===== src/rtl/ioctl_pkg.sv =====
// Shared types and constants for the ioctl download loader.
package ioctl_pkg;

    localparam int IOCTL_ADDR_W = 25;

    localparam logic [7:0] IDX_ROM   = 8'h00;
    localparam logic [7:0] IDX_NVRAM = 8'h04;

    typedef enum logic [2:0] {
        IDLE,
        ARM,
        FETCH,
        STROBE,
        GAP,
        FINISH
    } state_e;

endpackage


===== src/rtl/ioctl_loader_if.sv =====
// Byte stream plus ioctl download bus between harness, loader and core top.
interface ioctl_loader_if
    import ioctl_pkg::*;
#(
    parameter int ADDR_W = IOCTL_ADDR_W
);
    logic              s_valid;
    logic [7:0]        s_data;
    logic              s_ready;
    logic              ioctl_download;
    logic [7:0]        ioctl_index;
    logic              ioctl_wr;
    logic [ADDR_W-1:0] ioctl_addr;
    logic [7:0]        ioctl_dout;
    logic              ioctl_wait;

    modport master (
        input  s_valid, s_data, ioctl_wait,
        output s_ready, ioctl_download, ioctl_index,
        output ioctl_wr, ioctl_addr, ioctl_dout
    );

    modport slave (
        output s_valid, s_data, ioctl_wait,
        input  s_ready, ioctl_download, ioctl_index,
        input  ioctl_wr, ioctl_addr, ioctl_dout
    );

endinterface


===== src/rtl/ioctl_loader.sv =====
// Replays a valid/ready byte stream as a MiSTer ioctl download.
// Define IOCTL_LOADER_CHECKSUM_EN to build the running byte-sum accumulator.
module ioctl_loader
    import ioctl_pkg::*;
#(
    parameter int ADDR_W = IOCTL_ADDR_W,
    parameter int WR_GAP = 4
) (
    input  logic              clk_sys,
    input  logic              reset,
    input  logic              start,
    input  logic [7:0]        index,
    input  logic [ADDR_W-1:0] length,
    ioctl_loader_if.master    bus,
    output logic              busy,
    output logic              done,
    output logic [7:0]        checksum
);

    localparam logic [3:0] GAP_LOAD = 4'(WR_GAP - 1);

    state_e            state_q, state_d;
    logic [ADDR_W-1:0] addr_q, addr_d;
    logic [ADDR_W-1:0] rem_q, rem_d;
    logic [7:0]        idx_q, idx_d;
    logic [7:0]        dout_q, dout_d;
    logic [3:0]        gap_q, gap_d;
    logic              zdone_q, zdone_d;

    logic start_ok;
    logic hs;

    assign start_ok = start & (state_q == IDLE);
    assign hs = (state_q == FETCH) & bus.s_valid & ~bus.ioctl_wait;

    always_ff @(posedge clk_sys or posedge reset) begin
        if (reset) state_q <= IDLE;
        else       state_q <= state_d;
    end

    always_comb begin
        state_d = state_q;
        unique case (state_q)
            IDLE:    if (start && length != '0) state_d = ARM;
            ARM:     state_d = FETCH;
            FETCH:   if (hs) state_d = STROBE;
            STROBE:  state_d = GAP;
            GAP: begin
                if (gap_q == '0)
                    state_d = (rem_q == '0) ? FINISH : FETCH;
            end
            FINISH:  state_d = IDLE;
            default: state_d = IDLE;
        endcase
    end

    always_comb begin
        addr_d  = addr_q;
        rem_d   = rem_q;
        idx_d   = idx_q;
        dout_d  = dout_q;
        gap_d   = gap_q;
        zdone_d = start_ok && length == '0;
        if (start_ok && length != '0) begin
            idx_d  = index;
            rem_d  = length;
            addr_d = '0;
        end
        if (hs) dout_d = bus.s_data;
        if (state_q == STROBE) begin
            rem_d  = rem_q - 1'b1;
            addr_d = addr_q + 1'b1;
            gap_d  = GAP_LOAD;
        end
        if (state_q == GAP && gap_q != '0) gap_d = gap_q - 1'b1;
    end

    always_ff @(posedge clk_sys or posedge reset) begin
        if (reset) begin
            addr_q  <= '0;
            rem_q   <= '0;
            idx_q   <= '0;
            dout_q  <= '0;
            gap_q   <= '0;
            zdone_q <= 1'b0;
        end else begin
            addr_q  <= addr_d;
            rem_q   <= rem_d;
            idx_q   <= idx_d;
            dout_q  <= dout_d;
            gap_q   <= gap_d;
            zdone_q <= zdone_d;
        end
    end

    // Strobes and download are decoded from state so reset drops them at once.
    logic dl, wr, rdy;

    always_comb begin
        dl   = 1'b0;
        wr   = 1'b0;
        rdy  = 1'b0;
        busy = state_q != IDLE;
        done = zdone_q;
        unique case (state_q)
            ARM:     dl = 1'b1;
            FETCH: begin
                dl  = 1'b1;
                rdy = ~bus.ioctl_wait;
            end
            STROBE: begin
                dl = 1'b1;
                wr = 1'b1;
            end
            GAP:     dl = 1'b1;
            FINISH:  done = 1'b1;
            default: ;
        endcase
    end

    assign bus.s_ready        = rdy;
    assign bus.ioctl_download = dl;
    assign bus.ioctl_wr       = wr;
    assign bus.ioctl_index    = idx_q;
    assign bus.ioctl_addr     = addr_q;
    assign bus.ioctl_dout     = dout_q;

`ifdef IOCTL_LOADER_CHECKSUM_EN
    logic [7:0] sum_q, sum_d;

    always_comb begin
        sum_d = sum_q;
        if (start_ok)  sum_d = '0;
        else if (hs)   sum_d = sum_q + bus.s_data;
    end

    always_ff @(posedge clk_sys or posedge reset) begin
        if (reset) sum_q <= '0;
        else       sum_q <= sum_d;
    end

    assign checksum = sum_q;
`else
    assign checksum = 8'h00;
`endif

endmodule

===== src/flat_wrapper.sv =====
// flat-port wrapper written by rule: the top's interface ports become plain ports
module ioctl_loader_flat import ioctl_pkg::*;
#(
    parameter int ADDR_W = IOCTL_ADDR_W,
    parameter int WR_GAP = 4
)
  (clk_sys, reset, start, index, length, busy, done, checksum, bus_s_valid, bus_s_data, bus_ioctl_wait, bus_s_ready, bus_ioctl_download, bus_ioctl_index, bus_ioctl_wr, bus_ioctl_addr, bus_ioctl_dout);
  ioctl_loader_if #(.ADDR_W(ADDR_W)) bus_i ();
  input  logic clk_sys;
  input  logic reset;
  input  logic start;
  input  logic [7:0] index;
  input  logic [ADDR_W-1:0] length;
  output logic busy;
  output logic done;
  output logic [7:0] checksum;
  input wire logic [$bits(bus_i.s_valid)-1:0] bus_s_valid;
  input wire logic [$bits(bus_i.s_data)-1:0] bus_s_data;
  input wire logic [$bits(bus_i.ioctl_wait)-1:0] bus_ioctl_wait;
  output wire logic [$bits(bus_i.s_ready)-1:0] bus_s_ready;
  output wire logic [$bits(bus_i.ioctl_download)-1:0] bus_ioctl_download;
  output wire logic [$bits(bus_i.ioctl_index)-1:0] bus_ioctl_index;
  output wire logic [$bits(bus_i.ioctl_wr)-1:0] bus_ioctl_wr;
  output wire logic [$bits(bus_i.ioctl_addr)-1:0] bus_ioctl_addr;
  output wire logic [$bits(bus_i.ioctl_dout)-1:0] bus_ioctl_dout;
  assign bus_i.s_valid = bus_s_valid;
  assign bus_i.s_data = bus_s_data;
  assign bus_i.ioctl_wait = bus_ioctl_wait;
  assign bus_s_ready = bus_i.s_ready;
  assign bus_ioctl_download = bus_i.ioctl_download;
  assign bus_ioctl_index = bus_i.ioctl_index;
  assign bus_ioctl_wr = bus_i.ioctl_wr;
  assign bus_ioctl_addr = bus_i.ioctl_addr;
  assign bus_ioctl_dout = bus_i.ioctl_dout;
  ioctl_loader #(.ADDR_W(ADDR_W), .WR_GAP(WR_GAP)) u_core (.clk_sys(clk_sys), .reset(reset), .start(start), .index(index), .length(length), .bus(bus_i), .busy(busy), .done(done), .checksum(checksum));
endmodule

===== config.mk =====
export PLATFORM = sky130hd
export DESIGN_NAME = ioctl_loader_flat
export DESIGN_NICKNAME = d
export VERILOG_FILES = /design/src/rtl/ioctl_pkg.sv /design/src/rtl/ioctl_loader_if.sv /design/src/rtl/ioctl_loader.sv /design/src/flat_wrapper.sv
export SDC_FILE = /design/constraint.sdc
export NUM_CORES = 1
export LEC_CHECK = 0
export ABC_AREA = 1
export ABC_CLOCK_PERIOD_IN_PS = 4730
export BUFFER_PORTS_ARGS = -buffer_cell sky130_fd_sc_hd__buf_2
export CAP_MARGIN = 20
export CORE_ASPECT_RATIO = 1.75
export CORE_UTILIZATION = 56
export CTS_CLUSTER_SIZE = 28
export DETAILED_ROUTE_END_ITERATION = 8
export PLACE_DENSITY = 0.82
export RECOVER_POWER = 50
export SLEW_MARGIN = 20
export SYNTH_ARGS = -nofsm -noshare
export SYNTH_HDL_FRONTEND = slang
export SYNTH_SLANG_ARGS = --single-unit

===== constraint.sdc =====
create_clock -name clk_sys -period 4.73 [get_ports clk_sys]
set_input_delay 0.2365 -clock clk_sys [delete_from_list [all_inputs] [get_ports clk_sys]]
set_output_delay 0.2365 -clock clk_sys [all_outputs]
set_load 0.03 [all_outputs]

== Word level (Yosys, flattened, before mapping) ==
Cells that the tools add are included.
Widths: inputs -> output; s select.

* Flip-flop bits (word level): 74
* Latch bits: 0
* RAM bits: 0
* ROM bits: 0
* Bits of input ports: 46
* Output and inout bits: 54
* Word-level logic and storage cells: 52
* Memories: 0

* Add/subtract/negate cells: 3
* $mul: 0
* Divide/modulo/power cells: 0
* Magnitude comparators: 0
* Equality and inequality tests: 8
* Shift-type cells: 0
* Multiplexer cells: 15
* Bitwise logic cells: 4
* Reduce and logical (&&, ||, !) cells: 15

{| class="wikitable"
|+ Operator list
! operator !! number
|-
| $mux 25 || 4
|-
| $logic_not 25->1 || 2
|-
| $add 25x1->25 const B || 1
|-
| $reduce_bool 25->1 || 1
|-
| $sub 25x1->25 const B || 1
|-
| $pmux 3 s5 || 1
|-
| $mux 3 || 4
|-
| $mux 4 || 2
|-
| $eq 3x2->1 const B || 2
|-
| $eq 3x3->1 const B || 2
|-
| $logic_and 1x1->1 || 4
|-
| $logic_not 4->1 || 1
|-
| $mux 1 || 4
|-
| $ne 2x1->1 const B || 2
|-
| $reduce_bool 2->1 || 2
|-
| $reduce_bool 4->1 || 1
|-
| $reduce_or 4->1 || 1
|-
| $sub 4x1->4 const B || 1
|-
| $and 1x1->1 || 3
|-
| $eq 3x1->1 const B || 1
|-
| $logic_not 3->1 || 1
|-
| $reduce_and 3->1 || 1
|-
| $reduce_bool 3->1 || 1
|-
| $ne 2x2->1 const B || 1
|-
| $not 1->1 || 1
|}

== Depth between registers and ports, before layout ==
Gate-level depths: netlist of run 1.

* Depth in word-level cells: 5
* Gate-level depth with buffers: 10
* Gate-level depth less buffers: 10

== Worst setup path after synthesis of run 1 ==
No wires, ideal clock.

* Kind: register -> register
* From: register u_core.addr_q[1] (netlist: u_core.bus.ioctl_addr[1])
* To: register u_core.addr_q[10] (netlist: u_core.bus.ioctl_addr[10])
* Setup time: 0.137 ns
* Data arrival time: 1.623 ns
* Path slack: 2.970 ns
* Cell stages (with the launch flop): 11
* Path buffers: 0
* Clock period less this slack: 1.760 ns
* Cells stage by stage: dfrtp_1 -> ha_1 -> nand2_1 -> nor2_2 -> nand2_2 -> nor2_4 -> nand2_1 -> nor2_2 -> nand3_1 -> nand3_1 -> o21ai_1

* Longest elaborated chain between the ends: 2

{| class="wikitable"
|+ RTL lines
! what !! RTL line !! source
|-
| start, declared || ioctl_loader.sv:23 || <nowiki>logic [ADDR_W-1:0] addr_q, addr_d;</nowiki>
|-
| start signal, assigned || ioctl_loader.sv:87 || <nowiki>addr_q <= addr_d;</nowiki>
|-
| $add 25x1->25 || ioctl_loader.sv:72 || <nowiki>addr_d = addr_q + 1'b1;</nowiki>
|-
| $mux 25 || ioctl_loader.sv:70 || <nowiki>if (state_q == STROBE) begin</nowiki>
|}

No other way between the ends.
A chain may end at the register's enable or synchronous reset.

== Worst setup path in the final report of run 1 ==
* From: register u_core.state_q[1]
* To: register u_core.rem_q[19]

* Longest elaborated chain between the ends: 4

{| class="wikitable"
|+ RTL lines
! what !! RTL line !! source
|-
| start, declared || ioctl_loader.sv:22 || <nowiki>state_e state_q, state_d;</nowiki>
|-
| start signal, assigned || ioctl_loader.sv:38 || <nowiki>else state_q <= state_d;</nowiki>
|-
| $logic_not 3->1 || ioctl_loader.sv:33 || <nowiki>assign start_ok = start & (state_q == IDLE);</nowiki>
|-
| $and 1x1->1 || ioctl_loader.sv:33 ||
|-
| $logic_and 1x1->1 || ioctl_loader.sv:64 || <nowiki>if (start_ok && length != '0) begin</nowiki>
|-
| $reduce_bool 2->1 (no source line) || -- ||
|-
| end signal, assigned || ioctl_loader.sv:88 || <nowiki>rem_q <= rem_d;</nowiki>
|-
| end, declared || ioctl_loader.sv:24 || <nowiki>logic [ADDR_W-1:0] rem_q, rem_d;</nowiki>
|}

Parallel ways exist; a longest one is shown, timed or not.

==> results.py, run 1 <==
metrics = {
    "placement": {
        "place_inst": 774,
        "gp_congestion": 0.9393,
        "hpwl_um": 8121,
        "portBuffers": 91,
    },
    "worst_hold_path": {
        "holdCritPathClass": "in -> reg",
    },
    "floorplanning": {
        "std_cell_rows": 42,
        "coreArea_um2": 7620,
        "fp.dieW_um": 69.30,
        "chipHeight_um": 119.8,
        "dieArea_um2": 8299,
        "io_pins": 100,
        "start_util_pct": 58.24,
    },
    "clocking": {
        "cts-buffers-inserted": 9,
        "cts_sinks": 74,
        "cts_tree": "done",
        "holdBufCountCts": 0,
        "clock_latency_ps": 340,
        "cts-root-buf": "clkbuf_16",
        "post_cts_buffers": 0,
        "cts_resized": 0,
        "clk_pin_slew_ps": 60,
        "max-clock-path-buffers": 2,
        "htreeDepth": 3,
    },
    "yosys": {
        "synthTopCellsByCount": "nand2_1 (173), nand3_1 (96), dfrtp_1 (74), nor2_1 (72), inv_1 (60)",
        "syn_avg_cell_area_um2": 7.275,
        "synth-main-ff-cell": "dfrtp_1",
        "yosysSeqAreaShare_pct": 41.73,
        "synth_cell_types": 39,
        "yosysWarnings": 0,
        "synth-seq-cells": 74,
        "synth_top_area_share_pct": 41.73,
        "async_flop_share_pct": 100.0,
        "synth_area_leaders": "dfrtp_1 (42%), nand2_1 (15%), nand3_1 (11%)",
        "synthesis.area_um2": 4438,
        "synth_area_leader_cell": "dfrtp_1",
        "yosysMostFrequentCell": "nand2_1",
        "synthCells": 610,
        "synth_edf_count": 0,
    },
    "final_layout": {
        "fin_util_pct": 67.32,
        "antenna_cells": 0,
        "area_delta_synth_final_pct": 15.59,
        "stdcell_count": 790,
        "fill_cells": 666,
        "final_nets": 746,
        "layout-drive-gt1-share_pct": 16.52,
        "ff_latch_area_um2": 1852,
        "multi_input_area_um2": 2173,
    },
    "sta": {
        "hold_violations": 0,
        "rsz0062_at_grt": "no",
        "post-route-period-util_pct": 53.40,
        "whs_ps": 88.80,
        "fin_crit_ps": 2526,
        "finalSetupViolCount": 0,
        "slew_headroom_pct": 36.46,
        "max_freq_ghz": 0.3959,
        "fin_worst_skew_ps": 6.112,
        "setup_tns_ps": 0,
        "max_slew.worst_pin.slew_ps": 949.7,
        "maxSlewViolCount": 0,
    },
    "setup_path": {
        "worst-path-buf-inv": 1,
        "crit_chain": "nor2_1 > nand2_1 > nor2_1 > nand2_2 > inv_2 > nand2_1 > nand3_1",
        "endpoint_kind": "flip-flop",
        "cp_top_family": "simple AND/OR/NAND/NOR gates",
        "arrival_ps": 2800,
        "cp_slowest_cell": "inv_2",
        "slowest_delay_ps": 740,
        "path_max_fanout": 47,
        "cp.required_ps": 5000,
        "r2r_slack_ps": 2200,
        "crit_type": "reg -> reg",
        "critPathLaunchType": "flip-flop",
    },
    "route": {
        "vias": 4368,
        "finalWirelength_um": 11340,
        "avgRoutedWirePerCell_um": 14.36,
        "drc": 0,
        "drtIter0Drc": 287,
        "vias_per_cell": 5.529,
        "detail-route-antenna-nets": 0,
        "drt_pass1_iterations": 4,
    },
    "outcome": {
        "outcome": "completed",
    },
    "pwr": {
        "pwr-share-comb_pct": 42.9,
        "p_int_mw": 1.701,
        "pwr-share-clk_pct": 22.8,
        "p_leak_nw": 2.553,
        "swShare_pct": 45.27,
        "switching_power_mw": 1.407,
        "p_seq_share_pct": 34.3,
        "powerDensity_nw_per_um2": 605.7,
        "ir_drop_mv": 0.3999,
    },
    "global_routing": {
        "busiest_layer": "met2",
        "use_met2_pct": 51.82,
        "antenna_found_initial": 0,
        "grt_max_degree": 75,
        "grt_pass1_wl_um": 19530,
        "first_global_vias": 4391,
        "grt_usage_pct": 29.73,
        "grt-ovfl-total": 0,
        "grtUsageMet1_pct": 32.03,
        "grt_use_met3_pct": 5.542,
    },
    "run": {
        "cap_violations": 0,
    },
}
## final cells by class
| type | count | area share, % |
|---|---|---|
| tap | 88 | 2.146 |
| inverter | 63 | 4.610 |
| clock buffer | 12 | 5.195 |
| sequential | 74 | 36.10 |
| multi-input combinational | 456 | 42.37 |
| timing repair buffer | 93 | 8.634 |
| clock inverter | 4 | 0.9512 |
## layer usage
metal  routed length (um)  vias to the layer above
li1                     -                     2125
met1                 4247                     2040
met2                 5943                      159
met3                  570                       44
met4                  582                        0
met5                    0                        -
## power groups by stage
| stage | logic [mW] | registers (mW) | clock network, mW |
|---|---|---|---|
| global route | 1.50 | 1.09 | 0.746 |
| floorplan | 0.900 | 1.20 | 0 |
| global placement | 1.30 | 1.06 | 0 |
| finish | 1.33 | 1.07 | 0.708 |
| CTS | 1.35 | 1.06 | 0.718 |
| detailed placement | 1.34 | 1.06 | 0 |
## worst reg2reg max path, cell delays in order, from the launching register on
cell and delay (ps):
dfrtp_1 430, nor2_1 150, nand2_1 150, nor2_1 170, nand2_2 560, inv_2 750
nand2_1 140, nand3_1 110
## path summary, 6_finish.rpt
check	cells past startpoint	startpoint	to
min in group asynchronous	3	reset	u_core.bus.ioctl_addr[1]
hold / removal	3	bus_s_data[5]	u_core.bus.ioctl_dout[5]
setup reg to reg	7	u_core.state_q[1]	u_core.rem_q[19]
max in group asynchronous	3	reset	u_core.bus.ioctl_addr[17]
hold reg to reg	2	u_core.bus.ioctl_dout[7]	u_core.bus.ioctl_dout[7]
setup / recovery	7	u_core.state_q[1]	u_core.rem_q[19]
## flip-flops by register name (all words and copies together) (netlist names)
register and count:
u_core.bus.ioctl_addr 25, u_core.bus.ioctl_dout 8, u_core.bus.ioctl_index 8, u_core.gap_q 4, u_core.rem_q 25, u_core.state_q 3
u_core.zdone_q 1
## cell families (layout without fill, tap and decap cells)
| group | count (synthesis) | count (layout) | share of synthesized area [%] |
|---|---|---|---|
| adder cells (fa/ha/maj) | 3 | 3 | 0.8459 |
| XOR/XNOR | 10 | 10 | 1.974 |
| buffers and inverters | 87 | 172 | 9.839 |
| flip-flops | 74 | 74 | 41.73 |
| other | 1 | 8 | 0.08450 |
| AO/OA/AOI/OAI | 58 | 58 | 7.668 |
| AND/OR/NAND/NOR | 377 | 377 | 37.86 |
## placed cells by master (no fill, tap or decap), types with 2 or more instances in the layout
master,n
clkbuf_1,22
nand3b_1,2
a22oi_1,2
buf_2,69
ha_1,3
inv_2,3
clkbuf_16,9
o21ai_1,11
o22ai_1,3
conb_1,8
clkbuf_8,3
buf_4,2
o21ai_0,19
nand3_1,96
xor2_1,8
o21bai_1,6
nand4_1,5
nor2_1,73
o211ai_2,2
or2_2,2
nand2_2,5
xnor2_1,2
nand2_1,173
nor2_2,5
a31oi_1,3
dfrtp_1,74
nor3_1,3
clkinv_2,2
nor2_4,5
inv_1,60
a21oi_1,10
nor3_2,2
## per-stage QoR
stage	power [mW]	instance area, um^2	setup WS [ps]
floorplan	2.101	4464	2612
detailed placement	2.404	4845	2230
CTS	3.130	5160	2245
global placement	2.352	4845	2254
global route	3.336	5130	1894
finish	3.107	5130	2204
No activity file was read; power rests on OpenSTA's default activity.
==> run 2, diff against run 1 <==
Settings changed: ABC_CLOCK_PERIOD_IN_PS 4730 to 2300, CORE_UTILIZATION 56 to 49, PLACE_DENSITY 0.82 to 0.76.
Clock period 4.73 ns to 2.3 ns, I/O delays scaled along.
==> run 2 against run 1 <==
Compared with the run above:
- register-to-register slack got worse by 1700 ps
- global-route usage fell by 2.2 points
- final cell count rose by 6.5%
- hold slack got worse by 76 ps
- largest power group unchanged
==> results.py, run 2 (synthesis gave the netlist of run 1 again) <==
metrics = {
    "pwr": {
        "powerDensity_nw_per_um2": 1180,
        "ir_drop_mv": 0.7788,
        "p_leak_nw": 2.633,
    },
    "floorplanning": {
        "dieArea_um2": 9457,
        "chipHeight_um": 127.9,
        "fp.dieW_um": 73.94,
        "coreArea_um2": 8727,
        "io_pins": 100,
        "start_util_pct": 50.85,
        "std_cell_rows": 45,
    },
    "global_routing": {
        "grt_max_degree": 75,
        "antenna_found_initial": 0,
        "grt_pass1_wl_um": 19710,
        "grt-ovfl-total": 0,
        "grt_usage_pct": 27.57,
        "first_global_vias": 4395,
    },
    "route": {
        "drt_pass1_iterations": 5,
        "vias": 4359,
        "drtIter0Drc": 247,
        "finalWirelength_um": 11900,
        "detail-route-antenna-nets": 0,
        "drc": 0,
        "avgRoutedWirePerCell_um": 14.15,
        "vias_per_cell": 5.183,
    },
    "sta": {
        "max_freq_ghz": 0.5352,
        "slew_headroom_pct": 31.57,
        "finalSetupViolCount": 0,
        "post-route-period-util_pct": 81.23,
        "rsz0062_at_grt": "no",
        "fin_worst_skew_ps": 4.923,
        "fin_crit_ps": 1868,
        "hold_violations": 0,
        "maxSlewViolCount": 0,
        "worst_slack_ps": 431.6,
        "setup_tns_ps": 0,
        "max_slew.worst_pin.slew_ps": 1026,
    },
    "worst_hold_path": {
        "holdCritPathClass": "in -> reg",
        "hp-start": "length[7]",
    },
    "clocking": {
        "clk_pin_slew_ps": 50,
        "cts_resized": 0,
        "clock_latency_ps": 330,
        "post_cts_buffers": 0,
        "cts-root-buf": "clkbuf_16",
        "max-clock-path-buffers": 2,
        "cts-buffers-inserted": 9,
        "holdBufCountCts": 17,
        "cts_tree": "done",
        "htreeDepth": 3,
        "cts_sinks": 74,
    },
    "final_layout": {
        "final_nets": 768,
        "stdcell_count": 841,
        "fin_area_um2": 5343,
        "final_cell_mix": "nand2_1 (173), nand3_1 (96), dfrtp_1 (74), nor2_1 (73), buf_2 (69)",
        "antenna_cells": 0,
        "area_delta_synth_final_pct": 20.38,
        "fill_cells": 787,
        "final_common_cell": "nand2_1",
        "layout-drive-gt1-share_pct": 16.44,
    },
    "placement": {
        "hpwl_um": 8620,
        "post_dp_cell_area_um2": 4931,
        "dp_slack_ps": 344.7,
        "portBuffers": 91,
        "gp_congestion": 0.8964,
        "place_inst": 808,
    },
    "run": {
        "cap_violations": 0,
    },
    "setup_path": {
        "path_max_fanout": 24,
        "rr_startpoint": "u_core.bus.ioctl_addr[1]",
        "critPathLaunch": "u_core.state_q[2]",
        "critPathLaunchType": "flip-flop",
        "endpoint_kind": "output port",
        "cp.required_ps": 2180,
        "crit_type": "reg -> out",
        "arrival_ps": 1750,
    },
    "outcome": {
        "outcome": "completed",
    },
}
[run 2: changes by cell type in the layout (fill, tap and decap cells not counted)]
cell / before / now
buf_4: 2 / 6
bufinv_16: 1 / 0
clkbuf_1: 22 / 24
clkbuf_4: 0 / 1
clkinv_4: 1 / 0
dlygate4sd3_1: 0 / 17
[run 2: routing by layer]
layer	GRT usage [%]	vias to the layer above	part of all wire, %
li1	-	2167	-
met1	27.43	2025	37
met2	50.59	134	55
met3	6.132	33	3.8
met4	15.38	0	4.3
met5	0	-	0
[run 2: final timing paths]
| path | slack [ps] | cells after the start | to |
|---|---|---|---|
| worst max-delay path | 430 | 5 | bus_ioctl_wr |
| worst min-delay path | 10 | 3 | u_core.rem_q[7] |
| worst max register to register | 470 | 10 | u_core.bus.ioctl_addr[16] |
| worst min register to register | 480 | 2 | u_core.bus.ioctl_index[4] |
| max in group asynchronous | 960 | 4 | u_core.bus.ioctl_addr[19] |
| min in group asynchronous | 680 | 4 | u_core.bus.ioctl_addr[3] |
[run 2: final cells by class]
type,instances,area [um^2],share of cell area (%)
clock inverters,2,10.01,0.1874
well taps,117,146.4,2.740
multi-input cells,456,2173,40.68
repair buffers,115,650.6,12.18
flip-flops and latches,74,1852,34.66
inverters,63,236.5,4.426
clock buffers,14,274.0,5.129
[run 2: per-stage QoR]
step | total power, mW | utilization, % | hold WS (ps)
global placement | 4.903 | 56.50 | 231.5
CTS | 6.367 | 61.71 | 0.1426
floorplan | 4.321 | - | 224.6
global route | 6.780 | 61.22 | 27.30
finish | 6.304 | 61.22 | 13.21
detailed placement | 4.996 | 56.50 | 235.8
[run 2: report_power, final]
group | internal (mW) | switching (mW)
logic | 0.870 | 1.91
registers | 1.76 | 0.434
clock network | 0.816 | 0.520
[run 2: critical path, stage by stage, from the launching register on]
cell and delay, ps:
dfrtp_1 400, inv_1 100, nand3_1 100, inv_2 370
buf_4 240, buf_2 200
